==> src/rtl/vc_router_pkg.sv <==
// vc_router_pkg: shared link parameters and flit types for the router datapath
package vc_router_pkg;
  localparam int NUM_VC = 4;
  localparam int BUF_DEPTH = 4;
  localparam int DATAW = 32;
  localparam int VCW = $clog2(NUM_VC);
  typedef logic [VCW-1:0] vc_id_t;
  typedef struct packed {
    vc_id_t vc;
    logic [DATAW-1:0] data;
  } flit_t;
endpackage

==> src/rtl/pipe_register.sv <==
// pipe_register: enabled pipeline register cleared by synchronous reset
module pipe_register #(
  parameter int DATAW = 1
) (
  input  logic             clk,
  input  logic             reset,
  input  logic             en,
  input  logic [DATAW-1:0] d,
  output logic [DATAW-1:0] q
);
  always_ff @(posedge clk)
    if (reset) q <= '0;
    else if (en) q <= d;
endmodule

==> src/rtl/vc_credit_counter.sv <==
// vc_credit_counter: per-VC downstream credit counter, saturating at buffer depth
module vc_credit_counter #(
  parameter int BUF_DEPTH = vc_router_pkg::BUF_DEPTH,
  parameter int CW = $clog2(BUF_DEPTH + 1)
) (
  input  logic          clk,
  input  logic          reset,
  input  logic          dec,
  input  logic          inc,
  output logic [CW-1:0] cnt,
  output logic          nonzero,
  output logic          overflow
);
  localparam logic [CW-1:0] FULL = CW'(BUF_DEPTH);
  logic full;
  assign full = (cnt == FULL);
  assign nonzero = (cnt != '0);
  assign overflow = inc & ~dec & full;
  always_ff @(posedge clk)
    if (reset) cnt <= FULL;
    else if (dec & ~inc) cnt <= cnt - 1'b1;
    else if (inc & ~dec & ~full) cnt <= cnt + 1'b1;
endmodule

==> src/rtl/vc_credit_tx.sv <==
// vc_credit_tx: credit-flow-controlled link transmitter with per-VC credit tracking
module vc_credit_tx
  import vc_router_pkg::*;
#(
  parameter int NUM_VC = vc_router_pkg::NUM_VC,
  parameter int BUF_DEPTH = vc_router_pkg::BUF_DEPTH,
  parameter int DATAW = vc_router_pkg::DATAW,
  parameter int VCW = $clog2(NUM_VC),
  parameter int CW = $clog2(BUF_DEPTH + 1)
) (
  input  logic                 clk,
  input  logic                 reset,
  input  logic                 in_valid,
  input  logic [VCW-1:0]       in_vc,
  input  logic [DATAW-1:0]     in_data,
  output logic                 in_ready,
  output logic                 out_valid,
  output logic [VCW-1:0]       out_vc,
  output logic [DATAW-1:0]     out_data,
  input  logic                 credit_valid,
  input  logic [VCW-1:0]       credit_vc,
  output logic [NUM_VC*CW-1:0] credit_cnt,
  output logic                 credit_err
);
  localparam int OW = 1 + VCW + DATAW;
  logic [NUM_VC-1:0] nonzero, overflow;
  logic accept;
  logic [OW-1:0] stage_d, stage_q;
  assign in_ready = nonzero[in_vc];
  assign accept = in_valid & in_ready;
  genvar v;
  generate
    for (v = 0; v < NUM_VC; v++) begin : g_vc
      vc_credit_counter #(.BUF_DEPTH(BUF_DEPTH), .CW(CW)) u_cnt (
        .clk(clk),
        .reset(reset),
        .dec(accept & (in_vc == VCW'(v))),
        .inc(credit_valid & (credit_vc == VCW'(v))),
        .cnt(credit_cnt[v*CW +: CW]),
        .nonzero(nonzero[v]),
        .overflow(overflow[v])
      );
    end
  endgenerate
  assign stage_d = {accept, accept ? {in_vc, in_data} : {out_vc, out_data}};
  pipe_register #(.DATAW(OW)) u_out (
    .clk(clk),
    .reset(reset),
    .en(1'b1),
    .d(stage_d),
    .q(stage_q)
  );
  assign {out_valid, out_vc, out_data} = stage_q;
  always_ff @(posedge clk)
    if (reset) credit_err <= 1'b0;
    else if (|overflow) credit_err <= 1'b1;
endmodule

==> config.mk <==
export PLATFORM = sky130hd
export DESIGN_NAME = vc_credit_tx
export DESIGN_NICKNAME = d
export VERILOG_FILES = /design/src/rtl/vc_router_pkg.sv /design/src/rtl/pipe_register.sv /design/src/rtl/vc_credit_counter.sv /design/src/rtl/vc_credit_tx.sv
export SDC_FILE = /design/constraint.sdc
export NUM_CORES = 1
export LEC_CHECK = 0
export CORE_MARGIN = 4
export CORE_UTILIZATION = 41
export CTS_BUF_LIST = sky130_fd_sc_hd__clkbuf_16
export DETAILED_ROUTE_END_ITERATION = 8
export GPL_TIMING_DRIVEN = 0
export PLACE_DENSITY_LB_ADDON = 0.12
export SLEW_MARGIN = 20
export SYNTH_ARGS = -nofsm -noshare
export SYNTH_HDL_FRONTEND = slang
export SYNTH_SLANG_ARGS = --single-unit
export TNS_END_PERCENT = 30
==> constraint.sdc <==
create_clock -name clk -period 2.4 [get_ports clk]
set_input_delay 0.36 -clock clk [delete_from_list [all_inputs] [get_ports clk]]
set_output_delay 0.36 -clock clk [all_outputs]
set_load 0.03 [all_outputs]
Word-level counts from Yosys, hierarchy flattened
Index checks and enable logic that the tools add are counted.

Word-level logic and storage cells: 84. Output and inout bits: 49. Register bits after elaboration: 48.

Magnitude comparators: 1. Bitwise logic cells: 37. Reduce and logical (&&, ||, !) cells: 11. Add/subtract/negate cells: 8. Multiplexer cells: 10. Equal/unequal tests: 10.

Operator list (number): 1-bit AND (25); 3-bit two-way mux (8); 3-bit by 1-bit adder with 3-bit output (second input constant) (4); 3-bit equality test (second input constant) (4); 1-bit NOT (12); 3-bit nonzero test (4); 3-bit by 1-bit subtractor with 3-bit output (second input constant) (4); 2-bit equality test (second input constant) (4); 2-bit nonzero test (4); 2-bit by 1-bit equality test with 1-bit output (second input constant) (2); 2-bit logical NOT (2); 4-bit OR reduction (1); 2-bit by 3-bit < comparator with 1-bit output (second input constant) (1); 1-bit binary-select mux with 2-bit select (1); 1-bit two-way mux (1).

Logic depth before layout (Yosys ltp)
Gate-level depths: netlist of run 1.

Depth in word-level cells: 10. Mapped depth: 9.

By module
Synthesis of run 1 repeated with hierarchy kept, for this count alone.

Cells, all modules: 293. Area total of the unflattened synthesis: 2839.0 µm².

Modules (own cells, without submodules): pipe_register (times used 1, area an instance 1272.5 µm², cells each 113, sequential area each 700.7 µm²); vc_credit_counter (times used 4, area an instance 241.5 µm², cells each 30, sequential area each 60.1 µm²); vc_credit_tx (times used 1, area an instance 600.6 µm², cells each 60, sequential area each 20.0 µm²).

Least setup slack after synthesis of run 1
No wires, ideal clock.

Kind: input to register. From: input in_valid. To: register g_vc[1].u_cnt.cnt[2]. Path buffers: 1. Arrival time: 2.155 ns. Required time: 2.261 ns. Setup slack: 0.106 ns. Setup time: 0.139 ns. Stages on the path: 8. Path through: clkbuf_1 and3b_1 and3_1 inv_1 fa_1 or4_1 nand3_1 o211ai_1.

Cells in the longest elaborated chain, start to end: 6. Elaborated cells between the ends (all ways): 8. Classes of those cells: mux: 1; bitwise: 6; reduce/logical: 1.

RTL lines: from (decl) (RTL line vc_credit_tx.sv:13) `input logic in_valid,`; 1-bit AND * (RTL line vc_credit_tx.sv:30) `assign accept = in_valid & in_ready;`; 1-bit AND * (RTL line vc_credit_tx.sv:37) `.dec(accept & (in_vc == VCW'(v))),`; 1-bit NOT (RTL line vc_credit_counter.sv:22) `else if (inc & ~dec & ~full) cnt <= cnt + 1'b1;`; 1-bit AND (2 in a row) (RTL line vc_credit_counter.sv:22); 2-bit nonzero test (no line); to (signal assigned) (RTL line vc_credit_counter.sv:21) `else if (dec & ~inc) cnt <= cnt - 1'b1;`; to (signal assigned) (RTL line vc_credit_counter.sv:22); to (decl) (RTL line vc_credit_counter.sv:10) `output logic [CW-1:0] cnt,`.

Every way passes the cells marked *; elsewhere a longest branch is shown, timed or not. A chain may end at the register's enable or synchronous reset.

Final worst setup path of run 1
From: register g_vc[1].u_cnt.cnt[2]. To: output in_ready.

Cells in the longest elaborated chain, start to end: 3.

RTL lines: 3-bit nonzero test (RTL line vc_credit_counter.sv:17) `assign nonzero = (cnt != '0);`; 1-bit binary-select mux with 2-bit select (RTL line vc_credit_tx.sv:29) `assign in_ready = nonzero[in_vc];`; 1-bit two-way mux (implied by the code) (RTL line vc_credit_tx.sv:29); to (decl) (RTL line vc_credit_tx.sv:16) `output logic in_ready,`.

No other way between the ends. The select of a mux whose other input is x is not followed.

==> results of run 1 <==
==> timing repair <==
action                     4_1_cts  5_1_grt
gates resized for setup         14        3
setup endpoints to repair        5        3
hold buffers                     0        0
==> cells by family (layout without fill, tap and decap cells) <==
kind of cell | Yosys count | in the layout | synth area share [%]
mux | 3 | 3 | 1.745
fa+ha+maj | 4 | 4 | 3.102
compound gates | 66 | 66 | 19.34
xor+xnor | 1 | 1 | 0.3394
flops | 48 | 48 | 37.23
buf+inv | 37 | 130 | 6.883
simple gates | 120 | 120 | 31.36
==> metal layers <==
metal,up-vias,GRT usage (%)
met1,1148,24.17
met5,-,0
met3,7,3.122
met2,72,27.26
li1,1206,-
met4,0,5.021
==> per-stage QoR <==
step,area [sq um],power [mW],utilization (%)
floorplan,2581,1.239,-
detailed placement,3546,1.474,58.85
CTS,3722,2.266,61.77
global route,3726,2.347,61.84
finish,3726,2.248,61.84
global placement,3546,1.469,58.85
==> path summary, 6_finish.rpt <==
check                                         start                                 to  depth (start not counted)
hold reg to reg             u_out.q[0]$_SDFFE_PP0P_            u_out.q[0]$_SDFFE_PP0P_                          2
setup reg to reg  g_vc[1].u_cnt.cnt[2]$_SDFFE_PP1P_  g_vc[1].u_cnt.cnt[2]$_SDFFE_PP1P_                          7
hold / removal              u_out.q[0]$_SDFFE_PP0P_            u_out.q[0]$_SDFFE_PP0P_                          2
setup / recovery  g_vc[1].u_cnt.cnt[2]$_SDFFE_PP1P_                           in_ready                          4
==> state kept, by name, summed over array words and instances, names as in the netlist <==
name            flops
u_out.q            35
g_vc.u_cnt.cnt     12
credit_err          1
==> cell usage in the layout, fill, tap and decap left out, types with 3 or more instances in the layout <==
| cell | n |
|---|---|
| clkdlybuf4s50_1 | 83 |
| dfxtp_1 | 48 |
| nand2b_1 | 34 |
| nand4b_1 | 34 |
| o21ai_2 | 30 |
| inv_1 | 13 |
| clkbuf_1 | 12 |
| nor2_1 | 12 |
| a21oi_1 | 9 |
| nand3_1 | 6 |
| o21ai_0 | 6 |
| or3_1 | 5 |
| buf_6 | 5 |
| clkbuf_16 | 5 |
| nor3b_1 | 4 |
| nor3_1 | 4 |
| o211ai_1 | 4 |
| fa_1 | 4 |
| and3_1 | 3 |
| buf_1 | 3 |
| a211oi_1 | 3 |
| a31oi_1 | 3 |
| nand4_1 | 3 |
==> area by class of cell <==
class,instances,area [sq um]
fill,537,2300
multi-input combinational,194,1460
sequential,48,960.9
timing repair buffer,87,863.3
buffer,22,131.4
clock buffer,5,125.1
tap,75,93.84
inverter,13,48.80
clock inverter,3,42.54
==> power by group through the flow <==
| stage | combinational (mW) | clock, mW | sequential [mW] |
|---|---|---|---|
| 2_1_floorplan | 0.221 | 0 | 1.02 |
| 3_3_place_gp | 0.559 | 0 | 0.910 |
| 3_5_place_dp | 0.564 | 0 | 0.910 |
| 4_1_cts | 0.566 | 0.807 | 0.893 |
| 5_1_grt | 0.603 | 0.843 | 0.901 |
| 6_report | 0.561 | 0.794 | 0.893 |
==> tightest hold or removal path, stage by stage (launching register included) <==
cell and delay (ns):
dfxtp_1 0.31, nand2b_1 0.06, o21ai_0 0.06
==> results.toml, run 1 <==
[run_status]
status = "completed"

[timing]
setup_tns_ns = 0
skew_ns = 0.007310
finalHoldViolCount = 0
min_period_ns = 2.322
worstMarginPinSlew_ns = 0.4931
timing.hold.ws_ns = 0.4741
drv_slew = 0
rsz0062_at_grt = "true"
post-route-period-util_pct = 96.73
slew_headroom_pct = 67.12
clock.fmax_ghz = 0.4307
setup_ws_ns = 0.07844
setup_viol = 0

[power_and_ir_drop]
pwr-share-comb_pct = 25.0
pwr-share-clk_pct = 35.3
p_sw_mw = 0.6458
p_leak_nw = 1.280
power_frac_seq_pct = 39.7
power_density_mw_per_mm2 = 603.4
irDropWorstVdd_uv = 378.4
intPower_mw = 1.602
switching_share_pct = 28.72

[critical_path]
critPathArrivalTime_ns = 1.96
cp_data_required_time_ns = 2.04
start_kind = "flip-flop"
endpoint_kind = "primary output"
cp_cell_sequence = "or3_1, mux4_2, buf_6, buf_2"
worstPathMaxFanout = 18
r2r_slack_ns = 0.26
slowest_stage = "mux4_2"
worst-path-buf-inv = 2
criticalPathCategory = "reg -> out"
max_stage_delay_ns = 0.49
critical_path.top_delay_family = "multiplexers"

[synth]
synth_edf_count = 0
synth_ff_type = "dfxtp_1"
yosysMostFrequentCell = "dfxtp_1"
async_reset_ff_share_pct = 0
yosys_register_bits = 48
yosysTopAreaCellShare_pct = 37.23
synth_area_per_cell_sq_um = 9.252
syn_nets = 323
syn_inst = 279
ys_types = 42
yosys.area.top_type = "dfxtp_1"
seq_area_frac_synth_pct = 37.23
ys.warnings.count = 0
syn_area_sq_mm = 0.002581
synth.area.top_cells = "dfxtp_1, nand4b_1, o21ai_2, nand2b_1, fa_1"
synth_common_cells = "dfxtp_1, nand2b_1, nand4b_1"

[floorplanning]
dieArea_sq_mm = 0.007629
io_pins = 89
coreArea_sq_mm = 0.006026
die_h_um = 87.35
rows = 28
die_x_um = 87.35
start_util_pct = 42.84

[cells_and_area]
drive_gt1_share_pct = 14.25
diodes = 0
fin_nets = 415
area_growth_pct = 44.35
final_cells = 447

[detailed_routing]
wl_met1_mm = 3.050
wl_met2_mm = 3.156
dr.pass1.iters = 4
wl_per_cell_um = 15.05
ant_nets = 0
drt_iter0_markers = 58
highest_layer = "met4"
vias_per_cell = 5.443
drc = 0
drt_wl_total_mm = 6.726
wl_met3_um = 445
via_count = 2433

[grt]
grt_pass1_wl_mm = 10.69
antenna_found_initial = 0
track_usage_pct = 17.32
grt_overflow = 0
grt_pass1_vias = 2245
grt_max_degree = 19

[cts]
cts_sinks = 48
root_buffer = "clkbuf_16"
post_cts_buffers = 0
cts_tree = "built"
cts_made_buffers = 5
h-tree-depth = 2
cts_buffer_depth = 2
clk_latency_ns = 0.29
clk_pin_slew_ns = 0.07

[placement]
dp.final_hpwl_mm = 4.848
gp_congestion = 0.7695
dp_cells = 441
portBuffers = 87
place_ws_ns = -0.6863

[worst_hold_path]
hold_path.class = "reg -> reg"

[flow_run]
maxCapViolCount = 0
No activity file was read; power rests on OpenSTA's default activity.
==> inputs of run 2 (changes only) <==
--- a/config.mk
+++ b/config.mk
@@ -10,6 +10,7 @@
 export CTS_BUF_LIST = sky130_fd_sc_hd__clkbuf_16
 export DETAILED_ROUTE_END_ITERATION = 8
 export GPL_TIMING_DRIVEN = 0
+export HOLD_SLACK_MARGIN = 0.06
 export PLACE_DENSITY_LB_ADDON = 0.12
 export SLEW_MARGIN = 20
 export SYNTH_ARGS = -nofsm -noshare
==> results of run 2 <==
Final layout, timing and power as in run 1 (identical DEF).
==> inputs of run 3 (changes only) <==
--- a/config.mk
+++ b/config.mk
@@ -5,8 +5,9 @@
 export SDC_FILE = /design/constraint.sdc
 export NUM_CORES = 1
 export LEC_CHECK = 0
+export ABC_AREA = 1
 export CORE_MARGIN = 4
-export CORE_UTILIZATION = 41
+export CORE_UTILIZATION = 39
 export CTS_BUF_LIST = sky130_fd_sc_hd__clkbuf_16
 export DETAILED_ROUTE_END_ITERATION = 8
 export GPL_TIMING_DRIVEN = 0
==> run 3 against run 2 <==
  * Fmax rose by 12%
  * Die area fell by 10%
  * Design area fell by 11%
  * Non-clock buffer count fell by 8
  * Cell count rose by 5.6%
  * Critical path type is now reg -> reg
==> results.toml, run 3 <==
[grt]
grt_overflow = 0
grt_pass1_vias = 2105
antenna_found_initial = 0
grt_max_degree = 16
grt_pass1_wl_mm = 9.860
track_usage_pct = 17.28

[timing]
post-route-period-util_pct = 86.42
finalHoldViolCount = 0
slew_headroom_pct = 65.35
timing.hold.ws_ns = 0.4751
worstMarginPinSlew_ns = 0.5157
skew_ns = 0.004468
setup_viol = 0
min_period_ns = 2.074
clock.fmax_ghz = 0.4821
drv_slew = 0
setup_ws_ns = 0.3259
rsz0062_at_grt = "false"
setup_tns_ns = 0

[synth]
synthAdderAreaFrac_pct = 3.663
synth_common_cells = "nor2_1, dfxtp_1, o21ai_0"
syn_nets = 348
yosysMostFrequentCell = "nor2_1"
async_reset_ff_share_pct = 0
yosys_register_bits = 48
synth_area_per_cell_sq_um = 7.190
synth_xor_area_share_pct = 0
synth_compound_area_share_pct = 10.42
ys_types = 24
synthMuxAreaShare_pct = 0
ys.warnings.count = 0
syn_area_sq_mm = 0.002186
seq_area_frac_synth_pct = 43.96
synth.area.top_cells = "dfxtp_1, nor2_1, o21ai_0, inv_1, nand3_1"
synth_edf_count = 0
yosys.area.top_type = "dfxtp_1"
yosys.area_share.simple_pct = 32.28
syn_inst = 304
synth_top_family_by_area = "simple AND/OR/NAND/NOR gates"
yosysTopAreaCellShare_pct = 43.96
synth_ff_type = "dfxtp_1"

[cts]
cts_tree = "built"
cts_sinks = 48
root_buffer = "clkbuf_16"
clk_pin_slew_ns = 0.06
cts_made_buffers = 5
cts_hold_buf = 0
clk_latency_ns = 0.28
cts_buffer_depth = 2
h-tree-depth = 2

[cells_and_area]
multi_input_area_sq_mm = 0.001013
regArea_sq_um = 960.9
area_growth_pct = 51.75
diodes = 0
fillers = 492
stdcell_area_sq_mm = 0.003317
fin_nets = 445
final_cells = 472
drive_gt1_share_pct = 7.463
largest_reg_flops = 35
utilization_pct = 62.94
top_register = "u_out.q"
mostFrequentLayoutCell = "nor2_1"
reg_top3 = "u_out.q (35), g_vc.u_cnt.cnt (12), credit_err (1)"
most-common-layout-cells = "nor2_1, clkdlybuf4s50_1, dfxtp_1"

[power_and_ir_drop]
power.total_mw = 2.137
irDropWorstVdd_uv = 384.5
power_frac_seq_pct = 42.2
pwr-share-comb_pct = 26.5
intPower_mw = 1.490
p_leak_nw = 1.496
p_sw_mw = 0.6473
switching_share_pct = 30.29
power_density_mw_per_mm2 = 644.3
pwr-share-clk_pct = 31.3

[placement]
place_ws_ns = -0.2675
gp_congestion = 0.8432
portBuffers = 88
dp_cells = 462
dp.final_hpwl_mm = 4.450
place_area_sq_mm = 0.003154

[flow_run]
maxCapViolCount = 0

[critical_path]
critPathArrivalTime_ns = 2.23
endpoint_kind = "flip-flop"
cp_cell_sequence = "inv_1, nand3_1, nand2_1, nor2_4, nand2_4, inv_4, nand3_2, fa_1, inv_1, nand4_1, nand3_1, nand3_1"
criticalPathCategory = "reg -> reg"
worstPathMaxFanout = 7
path_common_cell = "nand3_1"
slowest_stage = "fa_1"
start_kind = "flip-flop"
max_stage_delay_ns = 0.40
cp_data_required_time_ns = 2.56

[worst_hold_path]
hold_path.class = "in -> reg"

[detailed_routing]
dr.pass1.iters = 4
via_count = 2213
wl_per_cell_um = 12.21
drt_wl_total_mm = 5.763
drt_iter0_markers = 111
ant_nets = 0
vias_per_cell = 4.689
drc = 0

[run_status]
status = "completed"

[floorplanning]
io_pins = 89
coreArea_sq_mm = 0.005270
rows = 26
die_x_um = 82.87
dieArea_sq_mm = 0.006867
die_h_um = 82.87
start_util_pct = 41.48
run 3: path summary, 6_finish.rpt:
kind                                       end  cells past startpoint                         startpoint  slack [ns]
max reg2reg  g_vc[3].u_cnt.cnt[2]$_SDFFE_PP1P_                     12  g_vc[3].u_cnt.cnt[2]$_SDFFE_PP1P_        0.33
max          g_vc[3].u_cnt.cnt[2]$_SDFFE_PP1P_                     12  g_vc[3].u_cnt.cnt[2]$_SDFFE_PP1P_        0.33
min                   u_out.q[33]$_SDFFE_PP0P_                      3                           in_vc[1]        0.48
min reg2reg           u_out.q[11]$_SDFFE_PP0P_                      2           u_out.q[11]$_SDFFE_PP0P_        0.48
run 3: cells by family (layout without fill, tap and decap cells):
| family | count (synthesis) | count (layout) |
|---|---|---|
| adders and majority gates | 4 | 4 |
| DFF | 48 | 48 |
| AOI/OAI and AO/OA | 45 | 45 |
| and+or+nand+nor | 157 | 157 |
| buffers and inverters | 50 | 148 |
run 3: area by class of cell:
class                   instances  share of cell area, %
inverters                      39                  4.489
plain buffers                  11                  1.886
multi-input cells             206                  30.55
repair buffers                 90                  27.12
clock buffers                   5                  3.772
clock inverters                 3                 0.5658
flip-flops and latches         48                  28.97
well taps                      70                  2.641
run 3: power groups by stage:
stage | Combinational (mW) | Clock, mW | Sequential (mW)
after floorplan | 0.189 | 0 | 1.05
after global placement | 0.561 | 0 | 0.917
after detailed placement | 0.568 | 0 | 0.920
after CTS | 0.569 | 0.693 | 0.902
after global routing | 0.621 | 0.728 | 0.911
final | 0.567 | 0.668 | 0.902
run 3: routing by layer:
layer	track usage (%)	wire length, um
met1	20.70	2489
met2	29.08	2728
met3	5.842	468
met4	5.498	76
met5	0	0
run 3: repair_timing:
item                                    in CTS  in global routing
setup buffers                                0                  2
pin swaps                                    0                  1
endpoints found under the setup margin       1                  7
gates resized for setup                      1                  2
run 3: critical path, delay by kind of cell (launching register included):
kind,cells,cell delay (ns)
flip-flops,1,0.39
adder cells (fa/ha/maj),1,0.40
buffers and inverters,3,0.27
AND/OR/NAND/NOR,8,0.89
==> variant (config.mk and constraints of run 2) <==
The package constant `NUM_VC` goes from 4 to 8.
--- a/src/rtl/vc_router_pkg.sv
+++ b/src/rtl/vc_router_pkg.sv
@@ -1,5 +1,5 @@
 // vc_router_pkg: shared link parameters and flit types for the router datapath
 package vc_router_pkg;
-  localparam int NUM_VC = 4;
+  localparam int NUM_VC = 8;
   localparam int BUF_DEPTH = 4;
   localparam int DATAW = 32;
Ports: changed (resized credit_cnt, credit_vc, in_vc and out_vc); port bits go from 89 to 104. The function was not compared with the original's and may differ.
==> variant against run 2 <==
Sequential cell count increased by 13. Via count increased by 25%. Setup slack worse by 0.0030 ns. Synthesized cell count grew 27%. First-iteration DRC count up 45%. Core utilization grew 1.8 points. Cell count increased by 30%. Total power rose by 43%. Clock skew is 0.0014 ns higher. Final area rose by 32%. Register-to-register slack got worse by 0.17 ns. Die area rose by 24%. Routed wire length rose by 28%. Area after synthesis increased by 26%.
==> variant: results (changes against run 2) <==
Power
  • Maximum vdd ir drop: 0.333 mV (-12%)
  • Total internal power: 0.00233 W (+46%)
  • Switch share: 0.274 (-0.0129)
  • Leak pwr: 1.96 nW (+53%)
  • Leading power group: the clock network
  • Power consumed by sequential cells: 0.00113 W (+27%)

GRT
  • Number of global-route vias before repair: 2,853 (+27%)
  • Tot GR Track Use: 0.179 (+0.00592)
  • Global-route met2 utilization: 0.292 (+0.0199)
  • Largest net degree at the start of global routing: 13 (-6)

Yosys
  • #FFs+latches synth: 61 (+27%)
  • Synth area leaders: sky130_fd_sc_hd__dfxtp_1 38%, sky130_fd_sc_hd__mux2i_1 12%, sky130_fd_sc_hd__nor2_1 8.1%
  • Mean cell area of the mapped netlist: 9.17 um2 (-0.91%)
  • Most instantiated cells after synthesis: 70 x sky130_fd_sc_hd__nor2_1, 61 x sky130_fd_sc_hd__dfxtp_1, 38 x sky130_fd_sc_hd__mux2i_1
  • Library cells used by synthesis: 54 (+29%)
  • Syn nets: 405 (+25%)

Place
  • Post-place instance area: 0.00439 mm2 (+24%)
  • Placed cell count: 558 (+27%)
  • HPWL after detailed placement: 6130 um (+26%)
  • Final GP Congestion: 0.845 (+9.8%)
  • Worst slack, placed: -0.601 ns (+0.0856 ns)

Cells and area
  • Number of buffers outside the clock class in the layout: 123 (+13%)
  • Count of placed standard cells in the final layout, fillers left out: 582 (+30%)
  • Share of post-route cells with drive strength above 1: 0.138 (-0.00497)
  • Portion of the layout cell area used by non-clock buffers: 0.247 (-0.0202)
  • Largest registers: u_out.q (36), g_vc.u_cnt.cnt (24), credit_err (1)
  • Number of inserted filler cells in the final layout: 665 (+24%)
  • Number of multi-input combinational cells: 252 (+30%)
  • Post-route standard cell area excluding fillers: 0.00492 mm2 (+32%)
  • Non-CTS inverters: 28 (+15)
  • Layout net count: 525 (+27%)
  • Fraction of area in multi-input gates: 0.390 (-0.00139)
  • Clock tree cell share of total cell area: 0.0659 (+0.0209)
  • Layout clock buffers: 9 (+4)

Clocking
  • Worst-skew pair later-pin latency: 0.33 ns (+0.04 ns)
  • Resized cells post-CTS: 19 (+5)
  • Clock buffers created by TritonCTS: 9 (+4)
  • Post-CTS Setup Repair Bufs: 1 (+1)

Hold path
  • Startpoint of the lowest-slack hold path: reset
  • HP Class: input pin to flop

Route
  • Vias after detailed routing: 3,039 (+25%)
  • WL/cell: 14.8 um (-1.9%)
  • Met2 Routed Length: 4050 um (+28%)
  • Number of design-rule violations left by the first detailed-router iteration: 84 (+45%)

Floorplan
  • Die W: 97.1 um (+11%)

Worst setup path
  • Critical Path Max Stage Delay: 0.52 ns (+0.03 ns)
  • FF-to-FF Start: g_vc[5].u_cnt.cnt[0]
  • Critical Path Fanout Max: 6 (-12)

Timing
  • Final setup skew: 0.00873 ns (+0.00142 ns)

Run status
  • Status: finished clean
==> variant: changes by cell type after synthesis, sizes merged, moves of 8 or more <==
cell / change
o21ai: -29
inv: +14
nand2b: -33
nand2: +12
dfxtp: +13
clkbuf: -10
mux2i: +38
nor2: +58
xnor2: +8
nand4b: -30
==> variant: logic make-up (layout without fill, tap and decap cells) <==
group,after synthesis,after routing,share of synthesized area
AOI/OAI and AO/OA,46,46,0.107
xor gates and xnor gates,12,12,0.0323
adders and majority gates,8,8,0.0492
buffers and inverters,42,167,0.0719
DFF,61,61,0.375
muxes,39,39,0.124
and+or+nand+nor,147,147,0.240
==> variant: final timing paths <==
path                                        endpoint  slack (ns)  cells past startpoint
worst min-delay path            g_vc[3].u_cnt.cnt[1]        0.31                      2
worst max register to register           u_out.q[24]        0.09                      7
worst max-delay path                        in_ready        0.08                      5
worst min register to register           u_out.q[23]        0.49                      2
